File: src/rtl/loader_pkg.sv
// Shared types and constants for the instruction-memory boot loader.
package loader_pkg;

    localparam int unsigned MEM_BYTES_DEFAULT = 16384;
    localparam int unsigned HDR_BYTES         = 4;

    typedef enum logic [2:0] {
        ST_LEN,
        ST_DATA,
        ST_CSUM,
        ST_DONE,
        ST_ERR
    } state_t;

    // True while the loader is still consuming the byte stream.
    function automatic logic is_receiving(state_t s);
        return (s == ST_LEN) || (s == ST_DATA) || (s == ST_CSUM);
    endfunction

endpackage

File: src/rtl/imem_loader_if.sv
// Byte-stream input and memory write port of the boot loader.
interface imem_loader_if #(
    parameter int unsigned ADDR_W = 32
);
    logic              rx_valid;
    logic [7:0]        rx_data;
    logic              rx_ready;
    logic              wr_en;
    logic [ADDR_W-1:0] wr_addr;
    logic [7:0]        wr_data;

    // Loader side: consumes the stream, drives the memory write port.
    modport master (
        input  rx_valid, rx_data,
        output rx_ready, wr_en, wr_addr, wr_data
    );

    // Environment side: byte receiver and instruction memory.
    modport slave (
        output rx_valid, rx_data,
        input  rx_ready, wr_en, wr_addr, wr_data
    );
endinterface

File: src/rtl/imem_loader.sv
// Boot-time loader: parses length header, writes the image from address 0,
// verifies the 8-bit additive checksum and releases the CPU reset on success.
module imem_loader
    import loader_pkg::*;
#(
    parameter int unsigned MEM_BYTES = MEM_BYTES_DEFAULT,
    parameter int unsigned ADDR_W    = 32
) (
    input  logic          clk,
    input  logic          rst_n,
    imem_loader_if.master bus,
    input  logic          start,
    output logic          cpu_rst_n,
    output logic          busy,
    output logic          done,
    output logic          err
);

    state_t            state_q, state_d;
    logic [31:0]       len_q, len_d;
    logic [31:0]       cnt_q, cnt_d;
    logic [7:0]        sum_q, sum_d;
    logic [1:0]        hdr_idx_q, hdr_idx_d;
    logic              wr_en_q, wr_en_d;
    logic [ADDR_W-1:0] wr_addr_q, wr_addr_d;
    logic [7:0]        wr_data_q, wr_data_d;
    logic              rx_ready_q;
    logic              busy_q;
    logic              done_q;
    logic              err_q;
    logic              cpu_rst_n_q;

    logic              accept;
    logic [31:0]       full_len;

    assign accept = bus.rx_valid && rx_ready_q;

    // Next-state and datapath updates; only an accepted byte or start moves anything.
    always_comb begin
        state_d   = state_q;
        len_d     = len_q;
        cnt_d     = cnt_q;
        sum_d     = sum_q;
        hdr_idx_d = hdr_idx_q;
        wr_en_d   = 1'b0;
        wr_addr_d = wr_addr_q;
        wr_data_d = wr_data_q;
        // Length as it stands once the current (last) header byte is merged in.
        full_len  = {bus.rx_data, len_q[23:0]};

        case (state_q)
            ST_LEN: begin
                if (accept) begin
                    len_d[{hdr_idx_q, 3'b000} +: 8] = bus.rx_data;
                    hdr_idx_d = hdr_idx_q + 2'd1;
                    if (hdr_idx_q == 2'(HDR_BYTES - 1)) begin
                        if (full_len > 32'(MEM_BYTES)) begin
                            state_d = ST_ERR;
                        end else if (full_len == '0) begin
                            state_d = ST_CSUM;
                        end else begin
                            state_d = ST_DATA;
                        end
                    end
                end
            end
            ST_DATA: begin
                if (accept) begin
                    wr_en_d   = 1'b1;
                    wr_addr_d = ADDR_W'(cnt_q);
                    wr_data_d = bus.rx_data;
                    cnt_d     = cnt_q + 32'd1;
                    sum_d     = sum_q + bus.rx_data;
                    if (cnt_q == len_q - 32'd1) begin
                        state_d = ST_CSUM;
                    end
                end
            end
            ST_CSUM: begin
                if (accept) begin
                    state_d = (bus.rx_data == sum_q) ? ST_DONE : ST_ERR;
                end
            end
            ST_DONE, ST_ERR: begin
                if (start) begin
                    state_d   = ST_LEN;
                    len_d     = '0;
                    cnt_d     = '0;
                    sum_d     = '0;
                    hdr_idx_d = '0;
                end
            end
            default: state_d = ST_LEN;
        endcase
    end

    // State, datapath and status registers; status is decoded from the next state
    // so handshake and flags change in the same cycle as the state they describe.
    always_ff @(posedge clk or negedge rst_n) begin
        if (!rst_n) begin
            state_q     <= ST_LEN;
            len_q       <= '0;
            cnt_q       <= '0;
            sum_q       <= '0;
            hdr_idx_q   <= '0;
            wr_en_q     <= 1'b0;
            wr_addr_q   <= '0;
            wr_data_q   <= '0;
            rx_ready_q  <= 1'b0;
            busy_q      <= 1'b0;
            done_q      <= 1'b0;
            err_q       <= 1'b0;
            cpu_rst_n_q <= 1'b0;
        end else begin
            state_q     <= state_d;
            len_q       <= len_d;
            cnt_q       <= cnt_d;
            sum_q       <= sum_d;
            hdr_idx_q   <= hdr_idx_d;
            wr_en_q     <= wr_en_d;
            wr_addr_q   <= wr_addr_d;
            wr_data_q   <= wr_data_d;
            rx_ready_q  <= is_receiving(state_d);
            busy_q      <= is_receiving(state_d);
            done_q      <= (state_d == ST_DONE);
            err_q       <= (state_d == ST_ERR);
            cpu_rst_n_q <= (state_d == ST_DONE);
        end
    end

    assign bus.rx_ready = rx_ready_q;
    assign bus.wr_en    = wr_en_q;
    assign bus.wr_addr  = wr_addr_q;
    assign bus.wr_data  = wr_data_q;
    assign busy         = busy_q;
    assign done         = done_q;
    assign err          = err_q;
    assign cpu_rst_n    = cpu_rst_n_q;

endmodule

File: src/flat_wrapper.sv
// flat-port wrapper written by rule: the top's interface ports become plain ports
module imem_loader_flat import loader_pkg::*;
#(
    parameter int unsigned MEM_BYTES = MEM_BYTES_DEFAULT,
    parameter int unsigned ADDR_W    = 32
)
  (clk, rst_n, start, cpu_rst_n, busy, done, err, bus_rx_valid, bus_rx_data, bus_rx_ready, bus_wr_en, bus_wr_addr, bus_wr_data);
  imem_loader_if #(.ADDR_W(ADDR_W)) bus_i ();
  input  logic clk;
  input  logic rst_n;
  input  logic start;
  output logic cpu_rst_n;
  output logic busy;
  output logic done;
  output logic err;
  input wire logic [$bits(bus_i.rx_valid)-1:0] bus_rx_valid;
  input wire logic [$bits(bus_i.rx_data)-1:0] bus_rx_data;
  output wire logic [$bits(bus_i.rx_ready)-1:0] bus_rx_ready;
  output wire logic [$bits(bus_i.wr_en)-1:0] bus_wr_en;
  output wire logic [$bits(bus_i.wr_addr)-1:0] bus_wr_addr;
  output wire logic [$bits(bus_i.wr_data)-1:0] bus_wr_data;
  assign bus_i.rx_valid = bus_rx_valid;
  assign bus_i.rx_data = bus_rx_data;
  assign bus_rx_ready = bus_i.rx_ready;
  assign bus_wr_en = bus_i.wr_en;
  assign bus_wr_addr = bus_i.wr_addr;
  assign bus_wr_data = bus_i.wr_data;
  imem_loader #(.MEM_BYTES(MEM_BYTES), .ADDR_W(ADDR_W)) u_core (.clk(clk), .rst_n(rst_n), .bus(bus_i), .start(start), .cpu_rst_n(cpu_rst_n), .busy(busy), .done(done), .err(err));
endmodule
File: config.mk
export PLATFORM = sky130hd
export DESIGN_NAME = imem_loader_flat
export DESIGN_NICKNAME = d
export VERILOG_FILES = /design/src/rtl/loader_pkg.sv /design/src/rtl/imem_loader_if.sv /design/src/rtl/imem_loader.sv /design/src/flat_wrapper.sv
export SDC_FILE = /design/constraint.sdc
export NUM_CORES = 1
export LEC_CHECK = 0
export CAP_MARGIN = 30
export CORE_AREA = 3 3 107 129
export DETAILED_ROUTE_END_ITERATION = 10
export DIE_AREA = 0 0 110 132
export MAX_ROUTING_LAYER = met4
export PLACE_DENSITY = 0.88
export RECOVER_POWER = 50
export REMOVE_ABC_BUFFERS = 1
export SYNTH_ARGS = -nofsm -noshare
export SYNTH_HDL_FRONTEND = slang
export SYNTH_SLANG_ARGS = --single-unit
File: constraint.sdc
create_clock -name clk -period 3.2 [get_ports clk]
set_input_delay 0.64 -clock clk [delete_from_list [all_inputs] [get_ports clk]]
set_output_delay 0.64 -clock clk [all_outputs]
set_load 0.02 [all_outputs]
# Yosys cells after proc, flatten, opt, wreduce, memory -nomap -nowiden
# Cells that the tools add are included.
# totals
ff_bits	121
inputBits	12
out_inout_bits	46
word_cells	69
# op_classes
add_sub_neg	5
order_cmp	1
eq_ne	14
shifts	2
mux	24
reduce_logical	12
# op_table
operator	n
$pmux 32 s2	2
$mux 32	3
$add 32x1->32 const B	1
$bwmux 32	1
$eq 32x32->1	1
$gt 32x15->1 const B	1
$logic_not 32->1	1
$shift 8x7->32 const A	1
$shiftx 8x7->32	1
$sub 32x1->32 const B	1
$mux 3	8
$mux 8	2
$pmux 8 s2	1
$eq 3x2->1 const B	4
$pmux 3 s4	1
$add 8x8->8	1
$eq 8x8->1	1
$neg 5->7	1
$eq 3x1->1 const B	2
$eq 3x3->1 const B	2
$logic_not 3->1	2
$mux 2	3
$reduce_and 3->1	2
$ne 2x1->1 const B	2
other kinds (10)	13

# Logic depth before layout (Yosys ltp)
# depth
word_depth	9
mapped_depth	11
ltp_nobuf	10

# Worst setup path before layout
# OpenSTA, ideal clock, no wires.
# synth_timing
path_type	reg2reg
from	reg u_core.len_q[0]
to	reg u_core.state_q[0]
t_arrival_ns	2.838
required_ns	3.082
slack_ns	0.244
stages_incl_launch_ff	11
n_path_buf	0
path_cell_list	dfrtp_1 -> inv_1 -> ha_1 -> nor3b_1 -> nand4_4 -> nor4_1 -> o22ai_1 -> or4_4 -> nor4_4 -> nand4b_1 -> a21o_1
# synth_between
elab_chain_cells	6
word_cells_on_any_way	11
classes_between	add/sub (1); order compare (1); eq/ne (1); mux (7); reduce/logical (1)
# synth_lines
item	line_no	rtl
from (decl)	imem_loader.sv:20	logic [31:0] len_q, len_d;
from (signal assigned)	imem_loader.sv:116	len_q <= len_d;
parallel branches: the longest is 5 deep, another holds $sub 32x1->32	-	
$pmux 3 s4 (*)	imem_loader.sv:51	case (state_q)
named net u_core.state_d[0]	imem_loader.sv:19	state_t state_q, state_d;
to (signal assigned)	imem_loader.sv:115	state_q <= state_d;
to (decl)	imem_loader.sv:19	
# Mark *: on every way through the listed nets, which the timed path passes.
# A chain may end at the register's enable or synchronous reset.

# Worst setup path after layout
# layout_timing
from	reg u_core.len_q[1]
to	reg u_core.state_q[0]
# The elaborated chain is that of the path after synthesis.

==> flow_summary.yaml <==
global_route:
  grt_pass1_wl_mm: 28.16
  antenna_found_initial: 0
  grt_pass1_vias: 5662
  grt_max_degree: 75
  track_usage_pct: 25.01
  overflow: 0
place:
  dpl_cell_area_mm2: 0.007513
  dp_hpwl_mm: 11.20
  portBuffers: 57
  dpl_worst_slack_ns: 0.08557
  gp_congestion: 0.8791
cts:
  cts_htree_levels: 4
  cts_inserted_buffers: 17
  cts_tree: "yes"
  clockBufferDepth: 2
  cts_sinks: 121
  clock_latency_ns: 0.42
  post_cts_buffers: 0
  clkTransAtPathRegs_ns: 0.06
  clk_root_buffer_cell: "clkbuf_16"
synthesis:
  synth_top_area_cell: "dfrtp_1"
  synth_cell_types: 67
  netlist_area_mm2: 0.006681
  synth_fa_ha_area_share_pct: 2.921
  ys_seq_area_share_pct: 45.32
  synth_xor_area_share_pct: 8.390
  syn_avg_cell_area_um2: 8.873
  yosys_warnings: 0
  async_reset_ff_share_pct: 100.0
  synth_compound_area_share_pct: 11.09
  syn_inst: 753
  synthSimpleGateAreaFrac_pct: 28.50
  synth_area_leaders: "dfrtp_1, nand2_1, xor2_1, xnor2_1, o21ai_0"
  synth-main-ff-cell: "dfrtp_1"
  synth_top_cell_area_share_pct: 45.32
  synth_top_family_by_area: "simple AND/OR/NAND/NOR gates"
  synthMuxAreaShare_pct: 0.6367
  synth-edff-count: 0
  ys_ff_latch: 121
layout:
  n_antenna_cell: 0
  final_common_cell: "nand2_1"
  seq_area_mm2: 0.003028
  n_fill_cell: 1014
  final_util_pct: 64.39
  fin_area_mm2: 0.008157
  fin_nets: 847
  final_cell_mix: "nand2_1, dfrtp_1, nor2_1"
  drive_above_1_share_pct: 10.56
  multi_input_area_mm2: 0.003475
  area_growth_pct: 22.08
timing:
  setup_tns_ns: 0
  finClkSkew_ns: 0.007345
  finalHoldViolations: 0
  setup_slack_ns: 0.1410
  slew_headroom_pct: 21.25
  fmax_ghz: 0.3269
  grt_setup_unrepaired: "false"
  fin_crit_ns: 3.059
  period_share_pct: 95.59
  final-setup-viol-count: 0
  slew_violations: 0
  worst_pin_slew_ns: 1.181
worst_setup_path:
  arrival_ns: 3.37
  cp_max_fo: 6
  slowest_stage: "or3b_2"
  critPathCaptureType: "flip-flop"
  reg2reg_setup_slack_ns: 0.14
  reg2reg_to: "u_core.state_q[0]"
  cp_data_required_time_ns: 3.51
  worst_path_largest_cell_delay_ns: 0.49
  setup.worst_path.class: "flip-flop to flip-flop"
  r2r_cells: 11
  crit_chain: "inv_1 -> ha_2 -> or3b_2 -> buf_4 -> or3_1 -> nor4b_1 -> o31a_2 -> o22ai_1 -> nor4_4 -> nand4b_1 -> a21o_1"
  setup.worst_path.start_class: "flip-flop"
  timing.rr.start: "u_core.len_q[1]"
drt:
  first_iter_violations: 416
  antenna_left: 0
  first_pass_iters: 6
  wirelength_mm: 16.48
  route.detailed.drc: 0
  wl_per_cell_um: 16.53
  vias: 5813
  vias_per_cell: 5.830
die:
  die_area_mm2: 0.01452
  coreArea_mm2: 0.01267
  core.rowCount: 45
  die_x_um: 110
  io_pins: 58
  die_y_um: 132
  start_util_pct: 52.74
pwr:
  max-vdd-ir-drop_v: 0.0007455
  p_leak_nw: 3.820
  power_density_mw_per_mm2: 1025
job:
  maxCapViolCount: 0
status:
  outcome: "finished, final reports clean"
worst_hold_path:
  hold_path.class: "input port to asynchronous set/reset pin"
cell type report:
type	count	share of cell area [%]
clock inverter	15	2.608
inverter	11	0.5062
sequential	121	37.12
clock buffer	17	5.216
tap	164	2.516
multi-input combinational	584	42.60
timing repair buffer	85	9.434
flip-flops by register name, indices dropped and copies added, names as in the netlist, 2 cells and up:
name                count
u_core.sum_q            8
u_core.bus.wr_data      8
u_core.len_q           32
u_core.state_q          3
u_core.bus.wr_addr     32
u_core.cnt_q           32
u_core.hdr_idx_q        2
routing by layer:
metal  routed length, um  track usage (%)  vias up
li1                    -                -     2748
met1                6858            31.82     2838
met2                8381            39.27      183
met3                 796            4.361       44
met4                 445            10.12        0
met5                   0                -        -
Yosys cell counts (9+ instances only):
master,n
a21oi_1,17
a22o_1,16
and3_1,9
clkbuf_1,24
dfrtp_1,121
ha_1,14
inv_1,11
nand2_1,195
nand3_1,24
nor2_1,47
nor3_1,19
nor4_1,9
o21ai_0,43
or3_1,17
xnor2_1,29
xor2_1,35
critical path: cells and delay by family (launching register included):
kind / cells / cell delay [ns]
flops: 1 / 0.41
simple gates: 5 / 1.62
fa+ha+maj: 1 / 0.22
buf+inv: 2 / 0.23
compound gates: 3 / 0.47
logic make-up (layout without fill, tap and decap cells):
family                   count (synthesis)  count (layout)
AND/OR/NAND/NOR                        386             386
multiplexers                             4               4
flip-flops                             121             121
buffers and inverters                   48             128
XOR/XNOR                                64              64
adder cells (fa/ha/maj)                 15              15
AO/OA/AOI/OAI                          115             115
stage by stage:
step	cells	hold slack (ns)	total power, mW
6_report	997	0.4549	8.360
3_3_place_gp	965	0.4568	5.966
3_5_place_dp	965	0.4609	6.071
5_1_grt	997	0.4929	8.870
4_1_cts	997	0.2654	8.225
2_1_floorplan	716	0.3444	4.983
where the power goes:
group	total, mW	switching, mW	internal, mW
clock network	2.08	0.763	1.32
logic	4.16	2.31	1.85
registers	2.12	0.373	1.75
total	8.36	3.44	4.92
how the worst max path moves through the flow:
stage | startpoint | end | slack [ns] | depth (start not counted)
after floorplan | u_core.state_q[0] | u_core.cnt_q[13] | -0.89 | 7
after global placement | u_core.len_q[1] | u_core.state_q[0] | 0.15 | 10
after detailed placement | u_core.len_q[1] | u_core.state_q[0] | 0.09 | 10
after CTS | u_core.len_q[1] | u_core.state_q[0] | 0.07 | 10
after global routing | u_core.len_q[1] | u_core.state_q[0] | 0.008 | 11
final | u_core.len_q[1] | u_core.state_q[0] | 0.14 | 11
repair_timing:
action	CTS	global route
resized for setup	0	6
hold buffers	0	0
endpoints found under the hold margin	0	0
endpoints found under the setup margin	0	2
No activity file was read; power rests on OpenSTA's default activity.
